[config.mk]
export PLATFORM = sky130hd
export DESIGN_NAME = axi_stream_strip_header
export DESIGN_NICKNAME = d
export VERILOG_FILES = /design/src/rtl/axi_stream_strip_header.sv
export SDC_FILE = /design/constraint.sdc
export NUM_CORES = 1
export LEC_CHECK = 0
export CELL_PAD_IN_SITES_DETAIL_PLACEMENT = 1
export CELL_PAD_IN_SITES_GLOBAL_PLACEMENT = 2
export CORE_UTILIZATION = 33
export DETAILED_ROUTE_END_ITERATION = 7
export HOLD_SLACK_MARGIN = 0.05
export PLACE_DENSITY = 0.94
export SETUP_SLACK_MARGIN = 0.1
export SLEW_MARGIN = 5
export SYNTH_ARGS = -nofsm -noshare
export SYNTH_HDL_FRONTEND = slang
export SYNTH_SLANG_ARGS = --single-unit
[constraint.sdc]
create_clock -name clk -period 7.8 [get_ports clk]
set_clock_uncertainty 0.2 [all_clocks]
set_input_delay 1.56 -clock clk [delete_from_list [all_inputs] [get_ports clk]]
set_output_delay 1.56 -clock clk [all_outputs]
set_load 0.05 [all_outputs]
[src/rtl/axi_stream_strip_header.sv]
// axi_stream_strip_header: removes a per-packet N-byte header and realigns the payload to lane 0
module axi_stream_strip_header #(
    parameter int DATA_WD      = 32,
    parameter int DATA_BYTE_WD = DATA_WD / 8,
    parameter int BYTE_CNT_WD  = $clog2(DATA_BYTE_WD)
) (
    input  logic                    clk,
    input  logic                    rst,
    input  logic                    valid_in,
    input  logic [DATA_WD-1:0]      data_in,
    input  logic [DATA_BYTE_WD-1:0] keep_in,
    input  logic                    last_in,
    output logic                    ready_in,
    input  logic [BYTE_CNT_WD:0]    byte_strip_cnt,
    output logic                    valid_hdr,
    output logic [DATA_WD-1:0]      data_hdr,
    output logic [DATA_BYTE_WD-1:0] keep_hdr,
    input  logic                    ready_hdr,
    output logic                    valid_out,
    output logic [DATA_WD-1:0]      data_out,
    output logic [DATA_BYTE_WD-1:0] keep_out,
    output logic                    last_out,
    input  logic                    ready_out
);
    localparam int CW = BYTE_CNT_WD + 1;
    localparam logic [CW-1:0] NB = CW'(DATA_BYTE_WD);

    typedef enum logic [1:0] {S_HEAD, S_BODY, S_FLUSH} state_t;

    state_t state, state_nxt;
    logic [DATA_WD-1:0] res_data;
    logic [CW-1:0] res_cnt;
    logic out_free, hdr_free, fire, flush_fire, head, emit;
    logic [CW-1:0] strip_n, c, src_cnt, pre_cnt, t, pay_cnt, r_nxt;
    logic [DATA_WD-1:0] data_m, src, pre;
    logic [2*DATA_WD-1:0] wide;

    function automatic logic [DATA_BYTE_WD-1:0] kmask(input logic [CW-1:0] k);
        kmask = ~({DATA_BYTE_WD{1'b1}} >> k);
    endfunction

    function automatic logic [DATA_WD-1:0] lane_mask(input logic [DATA_BYTE_WD-1:0] k);
        lane_mask = '0;
        for (int i = 0; i < DATA_BYTE_WD; i++) lane_mask[i*8 +: 8] = {8{k[i]}};
    endfunction

    // Byte merge: residue bytes followed by this beat's bytes (header already removed on a packet start)
    always_comb begin
        strip_n = byte_strip_cnt > NB ? NB : byte_strip_cnt;
        c = '0;
        for (int i = 0; i < DATA_BYTE_WD; i++) c = c + CW'(keep_in[i]);
        data_m = data_in & lane_mask(keep_in);
        head = state == S_HEAD;
        src_cnt = head ? (c > strip_n ? c - strip_n : '0) : c;
        src = head ? data_m << {strip_n, 3'b000} : data_m;
        pre_cnt = head ? '0 : res_cnt;
        pre = head ? '0 : res_data;
        t = pre_cnt + src_cnt;
        wide = {pre, {DATA_WD{1'b0}}} | ({src, {DATA_WD{1'b0}}} >> {pre_cnt, 3'b000});
        emit = ~head | t == NB | (last_in & t != '0);
        pay_cnt = t > NB ? NB : t;
        r_nxt = emit ? (t > NB ? t - NB : '0) : t;
    end

    // Handshake and next-state decode
    always_comb begin
        out_free = ~valid_out | ready_out;
        hdr_free = ~valid_hdr | ready_hdr;
        ready_in = ~rst & (state == S_HEAD ? out_free & hdr_free : state == S_BODY ? out_free : 1'b0);
        fire = valid_in & ready_in;
        flush_fire = state == S_FLUSH & out_free;
        state_nxt = fire ? (last_in ? (t > NB ? S_FLUSH : S_HEAD) : S_BODY) : flush_fire ? S_HEAD : state;
    end

    // State register
    always_ff @(posedge clk) begin
        if (rst) state <= S_HEAD;
        else state <= state_nxt;
    end

    // Residue bytes carried into the next beat; lanes beyond res_cnt are kept zero
    always_ff @(posedge clk) begin
        if (rst || flush_fire) begin
            res_data <= '0;
            res_cnt <= '0;
        end else if (fire) begin
            res_data <= emit ? wide[DATA_WD-1:0] : wide[2*DATA_WD-1:DATA_WD];
            res_cnt <= r_nxt;
        end
    end

    // Payload output register, held until accepted
    always_ff @(posedge clk) begin
        if (rst) begin
            valid_out <= 1'b0;
            data_out <= '0;
            keep_out <= '0;
            last_out <= 1'b0;
        end else if (fire && emit) begin
            valid_out <= 1'b1;
            data_out <= wide[2*DATA_WD-1:DATA_WD];
            keep_out <= kmask(pay_cnt);
            last_out <= last_in & t <= NB;
        end else if (flush_fire) begin
            valid_out <= 1'b1;
            data_out <= res_data;
            keep_out <= kmask(res_cnt);
            last_out <= 1'b1;
        end else if (ready_out) begin
            valid_out <= 1'b0;
        end
    end

    // Header output register, loaded from the first beat of a packet when N is non-zero
    always_ff @(posedge clk) begin
        if (rst) begin
            valid_hdr <= 1'b0;
            data_hdr <= '0;
            keep_hdr <= '0;
        end else if (fire && head && strip_n != '0) begin
            valid_hdr <= 1'b1;
            data_hdr <= data_m & lane_mask(kmask(strip_n));
            keep_hdr <= keep_in & kmask(strip_n);
        end else if (ready_hdr) begin
            valid_hdr <= 1'b0;
        end
    end
endmodule

==> results by group <==
Detailed routing
  • DRC errors left: 0
  • Routed wire length: 27.7 mm
  • Starting DRT DRC Count: 717
  • Routed len/inst: 22.4 um
  • Post-DRT Antenna Nets: 0
  • Via count: 7,617
  • Drt via density: 6.18
  • Drt pass-1 iters: 5

Yosys
  • Cell taking the most area after synthesis: dfxtp_1
  • Mapped Cells: 892
  • Post-Syn Nets: 945
  • Ys flop type: dfxtp_1
  • EDFF count, synth: 0
  • Post-synthesis cell type count: 73
  • Share of the synthesized area in the top cell type: 33.3%
  • Synth top cells by count: nand2_1, dfxtp_1, a21oi_1
  • Post-synthesis async set-or-reset flop share: 0%
  • Mapped cell area: 6730 sq um
  • Seq/Total Area, Yosys: 33.3%
  • Synth area leaders: dfxtp_1, a21oi_1, nand2_1
  • Mean Syn Cell Area: 7.55 sq um
  • Synthesized flop and latch total: 112
  • Yosys warning count: 0
  • Most numerous cell in the Yosys netlist: nand2_1

Pwr
  • Combinational power share: 32.2%
  • Worst VDD drop: 88.7 uV
  • Internal cell power: 1000 uW
  • Sw Ratio: 38.8%
  • Leak pwr: 0.00272 uW
  • Sequential power share: 39.2%
  • P per Cell Area: 195 nW/um^2
  • Clock share of power: 28.6%
  • Sw Pwr: 634 uW

Global route
  • Vias in the first global route: 7,622
  • Initial antenna violation count: 0
  • GR Util All Layers: 27.2%
  • First-pass GRT wire length: 43.1 mm
  • Pin count of the biggest net entering global routing: 85
  • GRT Residual Overflow: 0

Timing
  • Slew HR: 30.2%
  • Tcrit/Tclk final: 85.8%
  • Final Max Slew Viols: 0
  • Max Clock Freq: 149 MHz
  • Worst slew pin tran: 1.02 ns
  • Final hold violation count: 0
  • Final setup TNS: 0 ns
  • Final setup viols: 0
  • Fin Hold WS: 0.260 ns
  • Min Tclk post-route: 6.70 ns
  • Unrepaired setup endpoints after global routing: no
  • Final setup margin: 1.10 ns

Clocking
  • Hold-fix buffers at CTS: 0
  • Clk pin slew, worst setup/hold paths: 0.08 ns
  • CTS tree: yes
  • # resized after CTS: 0
  • TritonCTS Sinks: 112
  • Clock Tree Buf Depth: 2
  • H-tree levels: 3
  • Post-CTS setup buffer count: 0
  • Clock root buffer: clkbuf_16
  • Clk_lat worst skew: 0.37 ns
  • Total CTS buffers: 9

Status
  • Outcome: completed

Finish
  • # diodes: 0
  • P&R area growth vs syn: 24.2%
  • Design Area, Final: 8370 sq um
  • Share of layout cells above drive strength 1: 6.71%
  • Nets: 1,016

Worst hold path
  • Min-Delay Path Depth: 2
  • HP Class: flop to flop

Worst setup path
  • Reg2Reg Depth: 14
  • CP bufs+invs: 3
  • Req. time, crit path: 7.90 ns
  • Delay-heaviest family, CP: adder cells
  • CP Launch Type: input pin
  • Crit-path cells: clkdlybuf4s50_1 > fa_1 > ha_1 > ha_1 > ha_1 > a21oi_2 > o31ai_1 > ha_1 > inv_1 > fa_1 > nor2b_1 > nand2_1 > nor3_1 > nand3_1 > and3_1 > buf_4 > or3_1 > a31oi_1
  • Most frequent CP cell: ha_1
  • Slowest cell on the critical path: fa_1
  • Crit path max fanout: 28
  • Critical Path AT: 6.79 ns
  • Critical path class: input pin to flop
  • Crit path depth: 18
  • Max incr delay on CP: 0.57 ns
  • CP endpoint kind: flop

Floorplan
  • # rows: 51
  • Die width: 145 um
  • Initial Util: 34.2%
  • Area of the die: 21,000 sq um
  • Die height: 145 um
  • Number of top-level pins: 121
  • Core Area: 19,700 sq um

Place
  • Total placed instance area: 8090 sq um
  • Routability cong.: 0.927
  • HPWL after DPL: 19.9 mm
  • Port Buffers: 120
  • Pre-CTS WS: 0.784 ns

Run
  • MaxCap Viol Count: 0
state kept, by name, summed over array words and instances (netlist names):
register / flops
valid_out: 1
keep_hdr: 4
keep_out: 4
last_out: 1
data_out: 32
valid_hdr: 1
res_data: 32
data_hdr: 32
state: 2
res_cnt: 3
metrics by stage:
stage	instances	utilization (%)	total power [uW]
2_1_floorplan	892	-	988
3_3_place_gp	1217	41.0	1160
4_1_cts	1233	42.4	1640
5_1_grt	1233	42.4	1710
6_report	1233	42.4	1630
3_5_place_dp	1217	41.0	1170
worst reg2reg max path, cell delays in order (launching register included):
cell and delay [ns]:
dfxtp_1 0.55, o21ai_2 0.15, buf_4 0.33, clkinv_1 0.59, ha_1 0.42, inv_1 0.08, fa_1 0.42, nand2b_1 0.22
nand2_1 0.11, nand2_1 0.22, nand2_1 0.10, and3_1 0.50, buf_4 0.37, or3_1 0.39, a31oi_1 0.16
area by class of cell:
type,instances,area [sq um]
tap,265,332
fill,2365,11400
sequential,112,2240
clock buffer,10,229
multi-input combinational,692,4140
inverter,8,30.0
clock inverter,6,51.3
timing repair buffer,140,1350
placed cells by master (no fill, tap or decap), types with 11 or more instances in the layout:
master	synthesis	routed
nand2_1	120	120
clkdlybuf4s50_1	0	119
dfxtp_1	112	112
a21oi_1	104	104
nor2_1	87	86
o21ai_0	50	50
nand3_1	38	38
a22oi_1	28	28
a221oi_1	25	25
a31oi_1	20	20
buf_4	3	20
o221ai_1	13	13
o22ai_1	13	13
a32oi_1	13	13
nand2b_1	13	13
nor3_1	12	12
o211ai_1	12	12
and2_1	11	11
kinds of logic (layout without fill, tap and decap cells):
family	count (synthesis)	in the layout	share of synthesized area [%]
multiplexers	9	9	1.75
adder cells (fa/ha/maj)	10	10	2.04
flip-flops	112	112	33.3
AND/OR/NAND/NOR	319	319	21.6
buffers and inverters	88	164	5.41
AO/OA/AOI/OAI	350	350	35.4
XOR/XNOR	4	4	0.520
metal layers:
layer | global-route usage, % | wire length [um] | vias to the layer above
met1 | 33.2 | 11500 | 3770
li1 | - | - | 3484
met4 | 12.9 | 1030 | 0
met5 | 0 | 0 | -
met2 | 46.5 | 13400 | 305
met3 | 4.38 | 1700 | 58
final timing paths:
check	start	endpoint	slack, ns
setup / recovery	keep_in[3]	data_out[17]$_SDFFE_PP0P_	1.10
hold / removal	data_hdr[1]$_SDFFE_PP0P_	data_hdr[1]$_SDFFE_PP0P_	0.26
setup reg to reg	res_cnt[0]$_SDFFE_PP0P_	data_out[17]$_SDFFE_PP0P_	2.94
hold reg to reg	data_hdr[1]$_SDFFE_PP0P_	data_hdr[1]$_SDFFE_PP0P_	0.26
power by group through the flow:
stage          clock network (uW)  registers [uW]  logic [uW]
6_report                      467             640         526
5_1_grt                       500             645         561
4_1_cts                       477             640         521
3_5_place_dp                    0             653         518
3_3_place_gp                    0             652         511
2_1_floorplan                   0             705         284
No activity file was read; power rests on OpenSTA's default activity.
